`config.mk`:
```
export PLATFORM = sky130hd
export DESIGN_NAME = mul4x2_by_2x2_matrix_flat
export DESIGN_NICKNAME = d
export VERILOG_FILES = /design/src/rtl/mul4x2_by_2x2_matrix_if.sv /design/src/rtl/mul4x2_by_2x2_matrix.sv /design/src/flat_wrapper.sv
export SDC_FILE = /design/constraint.sdc
export NUM_CORES = 1
export LEC_CHECK = 0
export ABC_AREA = 1
export BUFFER_PORTS_ARGS = -buffer_cell sky130_fd_sc_hd__buf_2
export CAP_MARGIN = 15
export CORE_MARGIN = 8
export CORE_UTILIZATION = 35
export CTS_BUF_LIST = sky130_fd_sc_hd__clkbuf_4 sky130_fd_sc_hd__clkbuf_8
export CTS_CLUSTER_DIAMETER = 200
export DETAILED_ROUTE_END_ITERATION = 12
export PLACE_DENSITY = 0.54
export SLEW_MARGIN = 20
export SYNTH_ARGS = -nofsm -noshare
export SYNTH_HDL_FRONTEND = slang
export SYNTH_SLANG_ARGS = --single-unit
```
`constraint.sdc`:
```
create_clock -name clk -period 5.8 [get_ports clk]
set_input_delay 1.16 -clock clk [delete_from_list [all_inputs] [get_ports clk]]
set_output_delay 1.16 -clock clk [all_outputs]
set_load 0.1 [all_outputs]
```
`src/rtl/mul4x2_by_2x2_matrix_if.sv`:
```
`default_nettype none
// ============================================================================
//  Module      : mul4x2_by_2x2_matrix_if
//  Description : Operand and result bundle for the 4x2 by 2x2 matrix multiplier.
//  Revision    : 1.0 - initial release
// ============================================================================
interface mul4x2_by_2x2_matrix_if #(
    parameter int DW = 4,
    parameter int OW = 2*DW+1
);
    logic          in_valid;
    logic [DW-1:0] a0, a1, a2, a3, a4, a5, a6, a7;
    logic [DW-1:0] b0, b1, b2, b3;
    logic [OW-1:0] s0, s1, s2, s3, s4, s5, s6, s7;
    logic          out_valid;

    modport master (
        output in_valid, a0, a1, a2, a3, a4, a5, a6, a7, b0, b1, b2, b3,
        input  s0, s1, s2, s3, s4, s5, s6, s7, out_valid
    );

    modport slave (
        input  in_valid, a0, a1, a2, a3, a4, a5, a6, a7, b0, b1, b2, b3,
        output s0, s1, s2, s3, s4, s5, s6, s7, out_valid
    );
endinterface
`default_nettype wire

```
`src/rtl/mul4x2_by_2x2_matrix.sv`:
```
`default_nettype none
// ============================================================================
//  Module      : mul4x2_by_2x2_matrix
//  Description : Unsigned S = A(4x2) * B(2x2), operands sampled on in_valid,
//                results registered with a fixed one-cycle latency.
//  Revision    : 1.0 - initial release
// ============================================================================
module mul4x2_by_2x2_matrix #(
    parameter int DW = 4,
    parameter int OW = 2*DW+1
) (
    input  wire logic              clk,
    input  wire logic              rst,
    mul4x2_by_2x2_matrix_if.slave  mm
);
    logic [DW-1:0] w_a   [8];
    logic [DW-1:0] w_b   [4];
    logic [OW-1:0] w_sum [8];
    logic [OW-1:0] r_s   [8];
    logic          r_valid;

    assign w_a[0] = mm.a0;
    assign w_a[1] = mm.a1;
    assign w_a[2] = mm.a2;
    assign w_a[3] = mm.a3;
    assign w_a[4] = mm.a4;
    assign w_a[5] = mm.a5;
    assign w_a[6] = mm.a6;
    assign w_a[7] = mm.a7;
    assign w_b[0] = mm.b0;
    assign w_b[1] = mm.b1;
    assign w_b[2] = mm.b2;
    assign w_b[3] = mm.b3;

    // S[r][c] = A[r][0]*B[0][c] + A[r][1]*B[1][c]; OW bits hold the worst case
    for (genvar r = 0; r < 4; r++) begin : g_row
        for (genvar c = 0; c < 2; c++) begin : g_col
            logic [2*DW-1:0] w_p0;
            logic [2*DW-1:0] w_p1;
            assign w_p0 = w_a[2*r]   * w_b[c];
            assign w_p1 = w_a[2*r+1] * w_b[2+c];
            assign w_sum[2*r+c] = OW'(w_p0) + OW'(w_p1);
        end
    end

    always_ff @(posedge clk) begin
        if (rst) begin
            for (int i = 0; i < 8; i++) begin
                r_s[i] <= '0;
            end
            r_valid <= 1'b0;
        end else begin
            r_valid <= mm.in_valid;
            if (mm.in_valid) begin
                for (int i = 0; i < 8; i++) begin
                    r_s[i] <= w_sum[i];
                end
            end
        end
    end

    assign mm.s0       = r_s[0];
    assign mm.s1       = r_s[1];
    assign mm.s2       = r_s[2];
    assign mm.s3       = r_s[3];
    assign mm.s4       = r_s[4];
    assign mm.s5       = r_s[5];
    assign mm.s6       = r_s[6];
    assign mm.s7       = r_s[7];
    assign mm.out_valid = r_valid;
endmodule
`default_nettype wire

```
`src/flat_wrapper.sv`:
```
// flat-port wrapper written by rule: the top's interface ports become plain ports
module mul4x2_by_2x2_matrix_flat 
#(
    parameter int DW = 4,
    parameter int OW = 2*DW+1
)
  (clk, rst, mm_in_valid, mm_a0, mm_a1, mm_a2, mm_a3, mm_a4, mm_a5, mm_a6, mm_a7, mm_b0, mm_b1, mm_b2, mm_b3, mm_s0, mm_s1, mm_s2, mm_s3, mm_s4, mm_s5, mm_s6, mm_s7, mm_out_valid);
  mul4x2_by_2x2_matrix_if #(.DW(DW), .OW(OW)) mm_i ();
  input  wire logic clk;
  input  wire logic rst;
  input wire logic [$bits(mm_i.in_valid)-1:0] mm_in_valid;
  input wire logic [$bits(mm_i.a0)-1:0] mm_a0;
  input wire logic [$bits(mm_i.a1)-1:0] mm_a1;
  input wire logic [$bits(mm_i.a2)-1:0] mm_a2;
  input wire logic [$bits(mm_i.a3)-1:0] mm_a3;
  input wire logic [$bits(mm_i.a4)-1:0] mm_a4;
  input wire logic [$bits(mm_i.a5)-1:0] mm_a5;
  input wire logic [$bits(mm_i.a6)-1:0] mm_a6;
  input wire logic [$bits(mm_i.a7)-1:0] mm_a7;
  input wire logic [$bits(mm_i.b0)-1:0] mm_b0;
  input wire logic [$bits(mm_i.b1)-1:0] mm_b1;
  input wire logic [$bits(mm_i.b2)-1:0] mm_b2;
  input wire logic [$bits(mm_i.b3)-1:0] mm_b3;
  output wire logic [$bits(mm_i.s0)-1:0] mm_s0;
  output wire logic [$bits(mm_i.s1)-1:0] mm_s1;
  output wire logic [$bits(mm_i.s2)-1:0] mm_s2;
  output wire logic [$bits(mm_i.s3)-1:0] mm_s3;
  output wire logic [$bits(mm_i.s4)-1:0] mm_s4;
  output wire logic [$bits(mm_i.s5)-1:0] mm_s5;
  output wire logic [$bits(mm_i.s6)-1:0] mm_s6;
  output wire logic [$bits(mm_i.s7)-1:0] mm_s7;
  output wire logic [$bits(mm_i.out_valid)-1:0] mm_out_valid;
  assign mm_i.in_valid = mm_in_valid;
  assign mm_i.a0 = mm_a0;
  assign mm_i.a1 = mm_a1;
  assign mm_i.a2 = mm_a2;
  assign mm_i.a3 = mm_a3;
  assign mm_i.a4 = mm_a4;
  assign mm_i.a5 = mm_a5;
  assign mm_i.a6 = mm_a6;
  assign mm_i.a7 = mm_a7;
  assign mm_i.b0 = mm_b0;
  assign mm_i.b1 = mm_b1;
  assign mm_i.b2 = mm_b2;
  assign mm_i.b3 = mm_b3;
  assign mm_s0 = mm_i.s0;
  assign mm_s1 = mm_i.s1;
  assign mm_s2 = mm_i.s2;
  assign mm_s3 = mm_i.s3;
  assign mm_s4 = mm_i.s4;
  assign mm_s5 = mm_i.s5;
  assign mm_s6 = mm_i.s6;
  assign mm_s7 = mm_i.s7;
  assign mm_out_valid = mm_i.out_valid;
  mul4x2_by_2x2_matrix #(.DW(DW), .OW(OW)) u_core (.clk(clk), .rst(rst), .mm(mm_i));
endmodule
```
==> summary.txt, run 1 <==
Die Width: 199 um
HP Class: in2reg
Detailed-route via count: 8,957
WP data arrival: 4.77 ns
IO Count: 124
Worst-path maximum fanout: 16
Fraction of final layout cells sized beyond drive strength 1: 9.01%
FP Rows: 67
Dpl cell area: 12,600 um^2
Die ar.: 39,800 um^2
Sequential fraction of the synthesis area: 18.5%
Initial antenna violation count: 8
CTS Hold Bufs: 0
Final Instance Area: 12,800 um^2
Seq cells post-synth: 73
H-tree levels: 3
PD cells: 299 nW/um^2
First-pass GRT wire length: 45,400 um
Final period util: 79.5%
Slew Limit Fails: 0
Clk pin slew, worst setup/hold paths: 0.08 ns
Overall Power: 3.83 mW
Status: complete, no violations
Post-synth cell types: 22
Final wirelength: 27,300 um
Initial core utilization: 35.3%
CP Class: in2reg
Routability cong.: 0.818
Die Span Y: 199 um
Actual slew at the worst max-slew pin: 0.989 ns
Dpl hpwl: 22,400 um
Largest net degree at the start of global routing: 73
Req. time, crit path: 5.96 ns
Mapped Avg Cell Area: 7.64 um^2
Hold path cells: 2
Lkg Pwr: 8.27 nW
Setup crit end kind: flip-flop
Syn Inst Count: 1,542
Slew HR: 34.1%
Antenna Nets Post-Route: 0
Vias/cell: 4.34
Yosys warns: 0
Crit path to: u_core.r_s[0][15]
Layout net count: 1,968
Worst path cell trace: buf_2, nand2_1, fa_1, fa_1, inv_1, fa_1, inv_1, fa_1, fa_1, inv_1, nand2_1, nand2_1, and2_1, nand2_1, nand2_1, nor2_1
Endpoints failing hold: 0
Pre-CTS setup slack: 0.787 ns
Final WS setup: 1.19 ns
CP max-delay cell: fa_1
DRT iter0 DRCs: 391
Total track usage: 14.6%
Fmax: 0.217 GHz
Total CTS buffers: 9
Mapped Nets: 1,905
Hold Startpoint: rst
Most frequent cells in the layout: inv_1 (512), nand2_1 (362), ha_1 (168), fa_1 (144), buf_2 (123)
Pre-antenna DRT Iters: 5
CP peak stage delay: 0.55 ns
Layout area overhead: 8.65%
Clock sinks: 73
Max clock buf depth: 2
Min Tclk post-route: 4.61 ns
Cell family contributing the most delay on the critical path: adder cells
Port buffer count: 123
Root Driver: clkbuf_8
Mapped cell area: 11,800 um^2
Commonest non-fill, non-tap cell in the layout: inv_1
Maxcap violations: 0
Post-DR wirelength/cell: 13.2 um
Sum of buffers and inverters on the critical path: 4
DRC errors left: 0
Grt ovf: 0
Post-CTS resize count: 0
CTS tree: done
Setup_tns: 0 ns
Critical Path Source: mm_b3[3]
Vias in the first global route: 9,116
VDD IR max: 0.000184 V
Setup Viol. Count Final: 0
Startpoint Class: primary input
RSZ-0062 raised after global routing: no
Worst hold slack: 1.17 ns
Worst path depth: 16
Setup Fix Bufs, Post-CTS: 0
Core Area: 33,400 um^2
==> synth_stat cells (all sizes together) <==
| cell | count | area [um^2] |
|---|---|---|
| and2 | 15 | 106 |
| a21oi | 32 | 160 |
| edfxtp | 72 | 2160 |
| inv | 513 | 1930 |
| o21ai | 1 | 5.00 |
| nor2 | 113 | 440 |
| clkbuf | 43 | 161 |
| ha | 168 | 2100 |
| nand2 | 363 | 1360 |
| nand4 | 1 | 6.26 |
| dfxtp | 1 | 20.0 |
| buf | 28 | 180 |
| nor3 | 1 | 5.00 |
| fa | 144 | 2880 |
| or2 | 15 | 93.8 |
| nand3 | 32 | 160 |
==> layer usage <==
| layer | GRT usage [%] | wire [um] | vias to the layer above |
|---|---|---|---|
| li1 | - | - | 4495 |
| met1 | 17.8 | 12100 | 4269 |
| met2 | 24.9 | 13200 | 148 |
| met3 | 3.86 | 1510 | 37 |
| met4 | 4.20 | 429 | 8 |
| met5 | 0 | 54 | - |
==> cells by family (layout without fill, tap and decap cells) <==
kind of cell / after synthesis / after routing / share of synthesized area (%)
and+or+nand+nor: 540 / 540 / 18.5
other: 0 / 6 / 0
buffers and inverters: 584 / 652 / 19.3
AOI/OAI and AO/OA: 33 / 33 / 1.40
adders and majority gates: 312 / 312 / 42.3
DFF: 73 / 73 / 18.5
==> where the power goes <==
| group | switching [mW] | internal [mW] |
|---|---|---|
| combinational | 1.90 | 0.801 |
| clock | 0.208 | 0.160 |
| sequential | 0.0276 | 0.724 |
==> state kept, by name (all words and copies together), names as in the netlist <==
| signal | count |
|---|---|
| u_core.r_s | 72 |
| u_core.mm.out_valid | 1 |
==> worst min path at each step <==
stage                        endpoint  slack, ns
detailed placement  u_core.r_s[1][30]       1.58
finish              u_core.r_s[1][30]       1.17
CTS                 u_core.r_s[1][30]       1.13
floorplan           u_core.r_s[1][21]       1.47
global placement    u_core.r_s[1][21]       1.57
global route        u_core.r_s[1][28]       1.15
==> final cells by class <==
| type | count | area (um^2) |
|---|---|---|
| Clock inverter | 5 | 22.5 |
| Inverter | 513 | 1930 |
| Fill cell | 3607 | 20600 |
| Antenna cell | 6 | 15.0 |
| Timing Repair Buffer | 123 | 616 |
| Tap cell | 448 | 561 |
| Multi-Input combinational cell | 885 | 7330 |
| Sequential cell | 73 | 2180 |
| Clock buffer | 11 | 139 |
==> through the flow <==
stage | utilization (%) | cells
floorplan | - | 1542
global placement | 37.8 | 2042
detailed placement | 37.8 | 2042
CTS | 38.3 | 2058
global route | 38.3 | 2062
finish | 38.3 | 2064
No activity file was read; power rests on OpenSTA's default activity.
==> inputs of run 2 (changes only) <==
Clock period 5.8 ns to 4.84 ns, I/O delays scaled along.
==> run 2 against run 1 <==
  * Non-clock buffer count grew 14
  * Largest power group unchanged
  * Hold slack got worse by 0.18 ns
  * Highest routed layer unchanged
  * Global-route usage grew 0.23 points
  * Sequential power is 20% higher
  * Flip-flop and latch count did not move
  * Critical path type unchanged
  * Die area stayed put
  * First-iteration DRC count up 13%
  * Final cell count up 0.53%
==> summary.txt, run 2 (synthesis gave the netlist of run 1 again) <==
Status: complete, no violations
Req. time, crit path: 5.00 ns
PD cells: 358 nW/um^2
Die ar.: 39,800 um^2
Reg power frac: 19.6%
Total track usage: 14.8%
Port buffer count: 123
CP max-delay cell: fa_1
CP peak stage delay: 0.55 ns
Most frequent cells in the layout: inv_1 (512), nand2_1 (362), ha_1 (168), fa_1 (144), buf_2 (123)
Clock sinks: 73
Actual slew at the worst max-slew pin: 1.01 ns
Setup Viol. Count Final: 0
Commonest non-fill, non-tap cell in the layout: inv_1
RSZ-0062 raised after global routing: no
Vias/cell: 4.30
Fraction of final layout cells sized beyond drive strength 1: 9.91%
H-tree levels: 3
Biggest register: u_core.r_s
Setup_tns: 0 ns
Sw Pwr: 2.58 mW
Comb power frac: 70.4%
HP Class: in2reg
Grt ovf: 0
Maxcap violations: 0
Max clock buf depth: 2
DRT iter0 DRCs: 442
Min Tclk post-route: 4.36 ns
Worst path cell trace: buf_2, nand2_1, fa_1, fa_1, inv_1, fa_1, inv_1, fa_1, fa_1, inv_1, nand2_1, nand2_1, and2_1, nand2_1, nand2_1, nor2_1
Lkg Pwr: 8.34 nW
CTS Hold Bufs: 0
Post-DR wirelength/cell: 13.3 um
Hold path cells: 2
Endpoints failing hold: 0
Largest net degree at the start of global routing: 73
Layout net count: 1,982
IO Count: 124
Startpoint Class: primary input
Final period util: 90.0%
Pre-CTS setup slack: 0.0730 ns
Die Width: 199 um
Root Driver: clkbuf_8
Layout area overhead: 9.52%
Setup Fix Bufs, Post-CTS: 0
Slew Limit Fails: 0
Dpl hpwl: 22,800 um
Fmax: 0.229 GHz
Clk pin slew, worst setup/hold paths: 0.09 ns
Initial antenna violation count: 6
CTS tree: done
VDD IR max: 0.000268 V
Pre-antenna DRT Iters: 4
First-pass GRT wire length: 46,100 um
Initial core utilization: 35.3%
WP data arrival: 4.51 ns
Core Area: 33,400 um^2
FP Rows: 67
Die Span Y: 199 um
Slew HR: 32.6%
Switching Share: 55.9%
Total CTS buffers: 9
Clock power frac: 10.0%
Int Pwr: 2.04 mW
Final WS setup: 0.482 ns
Antenna Nets Post-Route: 0
Routability cong.: 0.821
Final wirelength: 27,500 um
Post-CTS resize count: 0
Largest register FFs: 72
Vias in the first global route: 9,261
Detailed-route via count: 8,922
Worst-path maximum fanout: 14
DRC errors left: 0
CP Class: in2reg
Setup crit end kind: flip-flop
Post-layout util: 38.6%
run 2: worst max-delay path: cells and delay by family:
| kind | cells | cell delay, ns |
|---|---|---|
| buf+inv | 4 | 0.49 |
| fa+ha+maj | 5 | 2.51 |
| simple gates | 7 | 0.52 |
run 2: path summary, 6_finish.rpt:
path,start,end
worst max-delay path,mm_b3[1],u_core.r_s[0][15]
worst min-delay path,rst,u_core.r_s[1][30]
run 2: cell type report:
type | instances | area, um^2
Timing Repair Buffer | 137 | 721
Multi-Input combinational cell | 885 | 7330
Clock buffer | 12 | 146
Sequential cell | 73 | 2180
Tap cell | 448 | 561
Clock inverter | 4 | 20.0
Antenna cell | 3 | 7.51
Inverter | 513 | 1930
Fill cell | 3540 | 20500
run 2: routing by layer:
layer	track usage [%]	routed length [um]	share of wire, %
met4	3.05	282	1.0
met1	18.5	12300	45
met3	3.65	1680	6.1
met5	0	62	0.23
met2	25.6	13200	48
run 2: stage by stage:
step	hold slack, ns	cells	power, mW	instance area, um^2
3_3_place_gp	1.38	2056	4.20	12700
4_1_cts	0.966	2072	4.71	12900
3_5_place_dp	1.38	2056	4.22	12700
6_report	0.987	2075	4.62	12900
2_1_floorplan	1.28	1542	3.63	11800
5_1_grt	0.967	2073	5.12	12900
run 2: power groups by stage:
stage	logic, mW	clock network [mW]	registers, mW
after floorplan	1.72	0	1.91
after global placement	3.27	0	0.928
after detailed placement	3.29	0	0.925
after CTS	3.31	0.488	0.913
after global routing	3.69	0.510	0.921
final	3.25	0.461	0.905
==> inputs of run 3 (changes only) <==
Settings changed: CTS_BUF_LIST sky130_fd_sc_hd__clkbuf_4 sky130_fd_sc_hd__clkbuf_8 to sky130_fd_sc_hd__clkbuf_4.
Clock period 4.84 ns to 4.9 ns, I/O delays scaled along.
==> run 3 against run 2 <==
  * Combinational power about the same
  * Sequential share of layout area about the same
  * Critical path depth unchanged
  * Final cell count unchanged
  * Count of clock-buffer cells in the layout decreased by 2
  * Routed wire length about the same
  * First-iteration DRC count increased by 7.5%
  * Global-route usage decreased by 0.092 points
  * Critical endpoint unchanged
  * Largest cell class unchanged
  * Highest routed layer unchanged
==> summary.txt, run 3 (synthesis gave the netlist of run 1 again) <==
CTS tree: done
Vias in the first global route: 9,291
Setup crit end kind: flip-flop
Layout net count: 1,982
Fmax: 0.234 GHz
Setup_tns: 0 ns
Total CTS buffers: 9
Maxcap violations: 0
Final period util: 87.4%
Dpl hpwl: 22,700 um
Largest register FFs: 72
HP Class: in2reg
Die ar.: 39,800 um^2
Setup Fix Bufs, Post-CTS: 0
Initial antenna violation count: 6
FP Rows: 67
DRT iter0 DRCs: 475
Slew HR: 32.9%
Routability cong.: 0.807
Root Driver: clkbuf_4
Final wirelength: 27,500 um
Detailed-route via count: 9,004
Commonest non-fill, non-tap cell in the layout: inv_1
Clock sinks: 73
Final Instance Area: 12,900 um^2
Total track usage: 14.7%
Port buffer count: 123
Post-DR wirelength/cell: 13.3 um
Largest net degree at the start of global routing: 73
CP peak stage delay: 0.56 ns
Max clock buf depth: 2
Grt ovf: 0
Core Area: 33,400 um^2
Clk pin slew, worst setup/hold paths: 0.13 ns
Most frequent cells in the layout: inv_1 (512), nand2_1 (362), ha_1 (168), fa_1 (144), buf_2 (123)
RSZ-0062 raised after global routing: no
Vias/cell: 4.34
Worst-path maximum fanout: 13
Layout area overhead: 9.37%
VDD IR max: 0.000247 V
Min Tclk post-route: 4.28 ns
Dpl cell area: 12,700 um^2
Antenna Nets Post-Route: 0
Req. time, crit path: 5.17 ns
PD cells: 354 nW/um^2
Worst path cell trace: buf_2, nand2_1, fa_1, fa_1, inv_1, fa_1, inv_1, fa_1, fa_1, inv_1, nand2_1, nand2_1, and2_1, nand2_1, nand2_1, nor2_1
Setup Viol. Count Final: 0
Actual slew at the worst max-slew pin: 1.01 ns
Die Width: 199 um
Worst hold slack: 0.877 ns
WP data arrival: 4.55 ns
Biggest register: u_core.r_s
Fraction of final layout cells sized beyond drive strength 1: 9.67%
CP max-delay cell: fa_1
Inst Count DP: 2,056
Post-CTS resize count: 0
CP Class: in2reg
Initial core utilization: 35.3%
Die Span Y: 199 um
Endpoints failing hold: 0
Lkg Pwr: 8.33 nW
Status: complete, no violations
First-pass GRT wire length: 46,000 um
Pre-antenna DRT Iters: 5
Startpoint Class: primary input
H-tree levels: 3
Layout Cells excl Fill: 2,075
DRC errors left: 0
CTS Hold Bufs: 0
Slew Limit Fails: 0
IO Count: 124
run 3: cell types whose count changed in the layout (fill, tap and decap cells not counted):
cell / change
clkbuf_8: -9
clkinv_1: +3
diode_2: +1
bufinv_16: +2
clkinv_2: -4
clkbuf_4: +7
run 3: final cells by class:
class	instances	area (um^2)
Antenna cell	4	10.0
Clock buffer	10	75.1
Clock inverter	5	71.3
Fill cell	3597	20500
Inverter	513	1930
Multi-Input combinational cell	885	7330
Sequential cell	73	2180
Tap cell	448	561
Timing Repair Buffer	137	721
run 3: metrics by stage:
step                      util (%)  setup slack [ns]  power (mW)
after floorplan                  -             0.159        3.58
after global placement        38.1             0.154        4.15
after detailed placement      38.1             0.117        4.18
after CTS                     38.6             0.675        4.66
after global routing          38.6             0.470        5.05
final                         38.6             0.619        4.56
run 3: report_power, final:
group | switching [mW] | internal (mW)
sequential | 0.0337 | 0.856
clock | 0.244 | 0.205
combinational | 2.26 | 0.960
run 3: path summary, 6_finish.rpt:
| kind | startpoint | endpoint | slack, ns | cells after the start |
|---|---|---|---|---|
| max | mm_b3[1] | u_core.r_s[0][15] | 0.62 | 16 |
| min | rst | u_core.r_s[1][30] | 0.88 | 2 |
run 3: layer usage:
layer  share of wire [%]  vias up  track usage [%]
li1                    -     4524                -
met1                  44     4268             18.5
met2                  48      178             25.4
met3                 6.4       26             3.52
met4                0.81        8             2.94
met5                0.19        -                0
run 3: critical path, delay by kind of cell:
family / cells / cell delay, ns
buffers and inverters: 4 / 0.46
adders and majority gates: 5 / 2.53
and+or+nand+nor: 7 / 0.56
